$ cat config.mk
export PLATFORM = sky130hd
export DESIGN_NAME = m_axis_rr_arbiter
export DESIGN_NICKNAME = d
export VERILOG_FILES = /design/src/rtl/m_axis_arb_pkg.sv /design/src/rtl/m_axis_rr_arbiter_pick.sv /design/src/rtl/m_axis_rr_arbiter.sv
export SDC_FILE = /design/constraint.sdc
export NUM_CORES = 1
export LEC_CHECK = 0
export CELL_PAD_IN_SITES_DETAIL_PLACEMENT = 1
export CELL_PAD_IN_SITES_GLOBAL_PLACEMENT = 2
export CORE_UTILIZATION = 22
export DETAILED_ROUTE_END_ITERATION = 6
export MAX_ROUTING_LAYER = met4
export PLACE_DENSITY = 0.86
export SLEW_MARGIN = 20
export SYNTH_ARGS = -nofsm -noshare
export SYNTH_HDL_FRONTEND = slang
export SYNTH_SLANG_ARGS = --single-unit
export TNS_END_PERCENT = 30
$ cat constraint.sdc
create_clock -name clk -period 2.4 [get_ports clk]
set_input_delay 0.48 -clock clk [delete_from_list [all_inputs] [get_ports clk]]
set_output_delay 0.48 -clock clk [all_outputs]
set_load 0.05 [all_outputs]
$ cat src/rtl/m_axis_arb_pkg.sv
// m_axis_arb_pkg
// Shared definitions for the round-robin AXI4-Stream arbiter:
//   arb_state_t : arbiter FSM state encoding (ST_IDLE, ST_BURST)
//   id_width()  : width of a requester index for a given requester count
package m_axis_arb_pkg;

  typedef enum logic {
    ST_IDLE  = 1'b0,
    ST_BURST = 1'b1
  } arb_state_t;

  function automatic int id_width(input int n);
    return (n > 1) ? $clog2(n) : 1;
  endfunction

endpackage

$ cat src/rtl/m_axis_rr_arbiter_pick.sv
// arb_rr_pick
// Rotating-priority encoder: returns the first set bit of req at or above
// rr_ptr, searching upward and wrapping from NUM_REQ-1 back to 0.
// Ports:
//   req     in  NUM_REQ  request vector
//   rr_ptr  in  IDW      search start index (always < NUM_REQ)
//   found   out 1        at least one request set
//   index   out IDW      selected requester index (0 when none found)
module arb_rr_pick
  import m_axis_arb_pkg::*;
#(
  parameter int NUM_REQ = 4,
  parameter int IDW     = id_width(NUM_REQ)
) (
  input  logic [NUM_REQ-1:0] req,
  input  logic [IDW-1:0]     rr_ptr,
  output logic               found,
  output logic [IDW-1:0]     index
);

  int pos;

  // Walk offsets from farthest to nearest so the nearest hit wins.
  always_comb begin
    found = 1'b0;
    index = '0;
    pos   = 0;
    for (int k = NUM_REQ - 1; k >= 0; k--) begin
      pos = int'(rr_ptr) + k;
      if (pos >= NUM_REQ) pos = pos - NUM_REQ;
      if (req[pos[IDW-1:0]]) begin
        found = 1'b1;
        index = pos[IDW-1:0];
      end
    end
  end

endmodule

$ cat src/rtl/m_axis_rr_arbiter.sv
// m_axis_rr_arbiter
// Round-robin arbiter sharing one AXI4-Stream master among NUM_REQ producers.
// Each grant carries up to BURST_LEN beats through a registered output stage.
// Optional feature macro: M_AXIS_ARB_TLAST_EN (adds TLAST burst framing).
// Ports:
//   clk        in   sole clock, posedge
//   reset_n    in   synchronous active-low reset
//   req_valid  in   NUM_REQ             per-requester valid
//   req_data   in   NUM_REQ*DATA_WIDTH  requester i at [i*DATA_WIDTH +: DATA_WIDTH]
//   req_ready  out  NUM_REQ             per-requester accept strobe (one-hot or zero)
//   TVALID     out  stream valid
//   TREADY     in   stream ready
//   TDATA      out  DATA_WIDTH          stream data
//   TLAST      out  last beat of a burst (only with M_AXIS_ARB_TLAST_EN)
//   grant_id   out  IDW                 current or last granted requester
//   busy       out  high while a grant is active
//
// state    | meaning
// ST_IDLE  | no grant; pick next requester from rr_ptr, no beat accepted
// ST_BURST | grant_id owns the stream until burst count or a producer gap
module m_axis_rr_arbiter
  import m_axis_arb_pkg::*;
#(
  parameter  int DATA_WIDTH = 8,
  parameter  int NUM_REQ    = 4,
  parameter  int BURST_LEN  = 16,
  localparam int IDW        = id_width(NUM_REQ)
) (
  input  logic                          clk,
  input  logic                          reset_n,
  input  logic [NUM_REQ-1:0]            req_valid,
  input  logic [NUM_REQ*DATA_WIDTH-1:0] req_data,
  output logic [NUM_REQ-1:0]            req_ready,
  output logic                          TVALID,
  input  logic                          TREADY,
  output logic [DATA_WIDTH-1:0]         TDATA,
`ifdef M_AXIS_ARB_TLAST_EN
  output logic                          TLAST,
`endif
  output logic [IDW-1:0]                grant_id,
  output logic                          busy
);

  localparam int               BCW      = $clog2(BURST_LEN + 1);
  localparam logic [BCW-1:0]   LAST_CNT = BCW'(BURST_LEN - 1);
  localparam logic [IDW-1:0]   MAX_ID   = IDW'(NUM_REQ - 1);

  arb_state_t            state;
  logic [IDW-1:0]        rr_ptr;
  logic [BCW-1:0]        beat_cnt;
  logic                  pick_found;
  logic [IDW-1:0]        pick_idx;
  logic                  gnt_valid;
  logic                  accept;
  logic                  last_beat;
  logic                  gap;
  logic [IDW-1:0]        next_ptr;
  logic [DATA_WIDTH-1:0] gnt_data;

  arb_rr_pick #(
    .NUM_REQ (NUM_REQ),
    .IDW     (IDW)
  ) u_pick (
    .req    (req_valid),
    .rr_ptr (rr_ptr),
    .found  (pick_found),
    .index  (pick_idx)
  );

  assign gnt_valid = req_valid[grant_id];
  // The output register can take a beat when empty or draining this cycle.
  assign accept    = (state == ST_BURST) && gnt_valid && (!TVALID || TREADY);
  assign last_beat = (beat_cnt == LAST_CNT);
  assign gap       = (state == ST_BURST) && !gnt_valid;
  assign next_ptr  = (grant_id == MAX_ID) ? '0 : grant_id + 1'b1;
  assign gnt_data  = req_data[int'(grant_id) * DATA_WIDTH +: DATA_WIDTH];
  assign busy      = (state == ST_BURST);

  always_comb begin
    req_ready = '0;
    if (accept) req_ready[grant_id] = 1'b1;
  end

  always_ff @(posedge clk) begin
    if (!reset_n) begin
      state    <= ST_IDLE;
      rr_ptr   <= '0;
      grant_id <= '0;
      beat_cnt <= '0;
      TVALID   <= 1'b0;
      TDATA    <= '0;
`ifdef M_AXIS_ARB_TLAST_EN
      TLAST    <= 1'b0;
`endif
    end else begin
      // Output stage: a held beat survives release and re-arbitration.
      if (accept) begin
        TVALID   <= 1'b1;
        TDATA    <= gnt_data;
        beat_cnt <= beat_cnt + 1'b1;
      end else if (TVALID && TREADY) begin
        TVALID <= 1'b0;
      end

`ifdef M_AXIS_ARB_TLAST_EN
      // A gap only becomes known after the last beat loaded; mark it
      // retroactively if that beat is still held.
      if (accept)
        TLAST <= last_beat;
      else if (TVALID && TREADY)
        TLAST <= 1'b0;
      else if (gap && TVALID)
        TLAST <= 1'b1;
`endif

      case (state)
        ST_IDLE: begin
          if (pick_found) begin
            grant_id <= pick_idx;
            beat_cnt <= '0;
            state    <= ST_BURST;
          end
        end
        ST_BURST: begin
          if (gap || (accept && last_beat)) begin
            rr_ptr <= next_ptr;
            state  <= ST_IDLE;
          end
        end
        default: state <= ST_IDLE;
      endcase
    end
  end

endmodule
After elaboration in Yosys (flattened, before gate mapping)
Index checks and enable logic that the tools add are counted.
{"block": "totals", "regBits": 19, "input_bits": 39, "out_inout_bits": 16, "word_cells": 76}
{"block": "op_classes", "add_sub_neg": 9, "n_lt_le_gt_ge": 10, "eq_ne": 2, "n_shift": 1, "n_mux": 34, "bitwise": 1, "n_reduce_logical": 13}
{"op": "$shiftx 32x6->8", "n": 1}
{"op": "$mux 2", "n": 9}
{"op": "$lt 2x3->1 const B", "n": 5}
{"op": "$mux 5", "n": 3}
{"op": "$mux 1", "n": 14}
{"op": "$bmux 1 s2", "n": 5}
{"op": "$ge 3x3->1 const B", "n": 3}
{"op": "$sub 2x1->2 const B", "n": 4}
{"op": "$add 2x2->3 const B", "n": 2}
{"op": "$logic_and 1x1->1", "n": 6}
{"op": "$add 5x1->5 const B", "n": 1}
{"op": "$eq 5x4->1 const B", "n": 1}
{"op": "$mux 4", "n": 1}
{"op": "$reduce_and 2->1", "n": 2}
{"op": "$add 2x1->3 const B", "n": 1}
{"op": "$ge 2x3->1 const B", "n": 1}
{"op": "$add 2x1->2 const B", "n": 1}
{"op": "$demux 1 s2", "n": 1}
{"op": "$eq 2x2->1 const B", "n": 1}
{"op": "$ge 2x1->1 const B", "n": 1}
{"op": "$logic_not 1->1", "n": 2}
{"op": "$logic_or 1x1->1", "n": 2}
{"op": "$pmux 1 s2", "n": 1}
{"op": "$reduce_bool 2->1", "n": 1}
{"op": "$not 1->1", "n": 1}

Longest topological paths before layout
{"block": "logic_depth", "ltp_word": 11, "ltp_mapped": 6, "mapped_depth_nobuf": 6}

Cells and area by module
From an unflattened synthesis, not the netlist that was laid out.
{"block": "hier_totals", "hier_cells": 125, "area_unflattened_um2": 1163.6}
{"module": "m_axis_rr_arbiter", "n_inst": 1, "cells_each": 112, "area_each_um2": 1086.0, "seq_area_each_um2": 380.4}
{"module": "arb_rr_pick", "n_inst": 1, "cells_each": 13, "area_each_um2": 77.6, "seq_area_each_um2": 0.0}

Least setup slack after synthesis
OpenSTA, ideal clock, no wires.
{"block": "synth_path", "path_type": "register to output", "startpoint": "register grant_id[0]", "endpoint": "output port req_ready[2]", "t_arrival_ns": 2.115, "path_slack_ns": -0.195, "path_stages_with_launch": 6, "path_cell_list": "dfxtp_1 mux4_2 and3_4 buf_6 buf_6 and2_1"}
{"block": "synth_via", "elab_chain_len": 5}
{"item": "start: declaration", "line": "m_axis_rr_arbiter.sv:40", "source": "output logic [IDW-1:0] grant_id,"}
{"item": "start signal: assignment", "line": "m_axis_rr_arbiter.sv:119", "source": "grant_id <= pick_idx;"}
{"item": "$lt 2x3->1 (implied by the code), or another cell as far along", "line": "m_axis_rr_arbiter.sv:81", "source": "if (accept) req_ready[grant_id] = 1'b1;"}
{"item": "$logic_and 1x1->1 (implied by the code) / $mux 1 (equally long branches)", "line": "m_axis_rr_arbiter.sv:81, m_axis_rr_arbiter.sv:70"}
{"item": "$mux 1 (implied by the code) / $logic_and 1x1->1 (equally long branches)", "line": "m_axis_rr_arbiter.sv:81, m_axis_rr_arbiter.sv:72"}
{"item": "$demux 1 s2 / $logic_and 1x1->1 (equally long branches)", "line": "m_axis_rr_arbiter.sv:81, m_axis_rr_arbiter.sv:72"}
{"item": "$mux 4 *", "line": "m_axis_rr_arbiter.sv:81"}
{"item": "end: declaration", "line": "m_axis_rr_arbiter.sv:33", "source": "output logic [NUM_REQ-1:0] req_ready,"}
Mark *: on every way between the ends. The rest lies on a longest branch, timed or not. The select of a mux whose other input is x is not followed.

Worst setup path after layout
{"block": "layout_path", "startpoint": "input port req_valid[3]", "endpoint": "output port req_ready[2]"}
{"block": "layout_via", "elab_chain_len": 5}
{"item": "start: declaration", "line": "m_axis_rr_arbiter.sv:31", "source": "input logic [NUM_REQ-1:0] req_valid,"}
{"item": "$bmux 1 s2", "line": "m_axis_rr_arbiter.sv:70", "source": "assign gnt_valid = req_valid[grant_id];"}
{"item": "$mux 1 (implied by the code)", "line": "m_axis_rr_arbiter.sv:70"}
{"item": "$logic_and 1x1->1 (2 in a row)", "line": "m_axis_rr_arbiter.sv:72", "source": "assign accept = (state == ST_BURST) && gnt_valid && (!TVALID || TREADY);"}
{"item": "$mux 4", "line": "m_axis_rr_arbiter.sv:81"}
No other way between the ends. The select of a mux whose other input is x is not followed.

==> impl_metrics.yaml <==
pwr:
  leakage_nw: 0.716
  power_w: 0.000888
  power_density_nw_per_um2: 478
  ir_drop_uv: 188
sta:
  final-max-slew-violation-count: 0
  slew_headroom_pct: 65.0
  fmax_mhz: 452
  tightest_slew_ns: 0.523
  min_period_ns: 2.21
  rsz0062_at_grt: "false"
  setup_tns_ns: 0
  setup_violations: 0
  hold_viol_final: 0
  fin_crit_sh_pct: 92.2
  timing.final.ws_setup_ns: 0.186
  fin_skew_ns: 0.00789
  hold_slack_ns: 0.454
floorplan:
  dieHeight_um: 73.7
  fp.coreArea_um2: 4850
  row_count: 25
  start_util_pct: 23.3
  die_area_um2: 5430
  io_pins: 55
  die_w_um: 73.7
placement:
  place_ws_ns: -0.0381
  gp_congestion: 0.696
  portBuffers: 54
  dpl.cell_count: 249
  hpwlAfterDp_um: 2650
critical_path:
  cp_max_fo: 5
  worstPathRequired_ns: 1.92
  crit_path_top_delay_cell: "mux4_2"
  startpoint_type: "input port"
  max_stage_delay_ns: 0.48
  critical_path_class: "input port to primary output"
  crit_path_end_kind: "primary output"
  worstPathCellList: "dlygate4sd2_1 > mux4_2 > and3_4 > and2_1 > buf_6"
  cp.arrival_ns: 1.73
global_routing:
  grt_pass1_vias: 1184
  antenna_found_initial: 0
  grt_pass1_wl_um: 5460
  grt_max_degree: 15
  grtUsageTotal_pct: 13.7
  grt_overflow: 0
synthesis:
  ys_warn_count: 0
  synth_area_leaders: "dfxtp_1 (34%), mux4_2 (18%), nand2_1 (9.0%), a21oi_1 (7.5%), ha_1 (6.6%)"
  async_reset_ff_share_pct: 0
  post-synth-top-area-cell: "dfxtp_1"
  netlist_area_um2: 1130
  synth_edf_count: 0
  yosysSeqAreaShare_pct: 33.6
  syn_inst: 124
  syn_avg_cell_area_um2: 9.12
  synth_top_area_share_pct: 33.6
  syn_nets: 169
  synth.distinct_cells: 28
  ys.flop_type: "dfxtp_1"
  ys_ff_latch: 19
cts:
  path_clk_slew_ns: 0.07
  cts_tree: "yes"
  cts-root-buf: "clkbuf_8"
  cts_max_path_buffers: 2
  cts_buffers: 3
  clock_sinks: 19
  clk_latency_ns: 0.26
  htreeDepth: 1
route:
  drc_errors: 0
  dr_total_vias: 1118
  drtPass1Iterations: 4
  drt_iter0_drc: 35
  drtAntennaViolNets: 0
  wl_um: 3390
  routed_via_density: 4.40
  wire_per_inst_um: 13.4
worst_hold_path:
  worstHoldPathType: "register to register"
cells_and_area:
  nFillCells: 572
  syn_to_final_growth_pct: 64.2
  nets: 233
  instances_no_fill: 254
  num_antenna_cells: 0
  drive_gt1_share_pct: 18.2
run:
  cap_violations: 0
run_status:
  status: "completed"
-- what timing repair did --
item                       CTS  global route
setup endpoints to repair    4             4
setup buffers                1             0
gates resized for setup      6             3
hold buffers                 0             0
gates cloned                 0             0
-- sequential cells by signal, indices dropped and copies added (netlist names) --
name,cells
TDATA,8
beat_cnt,5
grant_id,2
rr_ptr,2
TVALID,1
busy,1
-- where the power goes --
part	internal [W]	switching, W	total (W)
clock network	0.000117	0.000117	0.000234
logic	0.000156	0.000150	0.000305
registers	0.000334	0.0000146	0.000349
total	0.000607	0.000281	0.000888
-- logic make-up after synthesis --
group / after synthesis / share of synthesized area [%]
AO/OA/AOI/OAI: 20 / 9.73
XOR/XNOR: 3 / 2.32
adder cells (fa/ha/maj): 6 / 6.64
buffers and inverters: 14 / 6.08
flip-flops: 19 / 33.6
multiplexers: 11 / 19.7
AND/OR/NAND/NOR: 51 / 21.9
-- synthesized netlist by cell type (all sizes together) (3+ instances only) --
cell type	count
mux4	9
nor2	5
inv	8
and2	4
clkbuf	3
nand2	27
and3	3
ha	6
nand2b	4
a21oi	17
buf	3
dfxtp	19
-- cell usage in the layout (no fill, tap or decap) --
cell / n
dfxtp_1: 18
xor2_1: 2
dlymetal6s2s_1: 2
nand2_1: 27
clkinvlp_4: 1
buf_4: 12
or4_1: 1
and2_1: 2
inv_1: 8
ha_1: 6
clkbuf_8: 3
xnor2_1: 1
nor2_1: 5
mux2i_1: 2
a2111o_1: 1
nand4_1: 2
nand3_1: 1
a211oi_1: 1
or3_1: 1
mux4_2: 9
o22ai_1: 1
buf_6: 4
clkdlybuf4s50_1: 45
nor4_1: 1
and2_4: 2
and3_4: 1
nand2b_1: 4
nor3b_1: 1
dfxtp_2: 1
or2_2: 1
dlygate4sd2_1: 2
a21oi_1: 17
and3_1: 2
-- cell type report --
cell class	instances	area (µm²)	share of cell area [%]
inverters	8	30.0	1.62
well taps	67	83.8	4.51
repair buffers	65	628	33.8
clock buffers	3	41.3	2.22
flip-flops and latches	19	382	20.6
multi-input cells	91	684	36.9
clock inverters	1	7.51	0.404
-- final timing paths --
path,start,to,slack (ns),depth (start not counted)
max,req_valid[3],req_ready[2],0.19,5
min,TDATA[1],TDATA[1],0.45,2
max reg2reg,grant_id[0],rr_ptr[1],0.65,5
min reg2reg,TDATA[1],TDATA[1],0.45,2
-- worst max-delay path: cells and delay by family --
kind	cells	cell delay (ns)
muxes	1	0.48
and+or+nand+nor	2	0.38
buffers and inverters	2	0.39
-- per-stage QoR --
stage / utilization (%) / instance area, µm²
2_1_floorplan: - / 1130
3_3_place_gp: 36.7 / 1780
3_5_place_dp: 36.7 / 1780
4_1_cts: 38.1 / 1850
5_1_grt: 38.3 / 1860
6_report: 38.3 / 1860
-- layer usage --
layer	share of wire (%)	up-vias	wire [µm]	track usage [%]
li1	-	555	-	-
met1	42	534	1410	14.9
met2	53	25	1810	25.1
met3	3.4	4	116	2.06
met4	1.4	0	47	4.91
met5	0	-	0	-
Note: power is estimated with default switching activity, not from simulation.
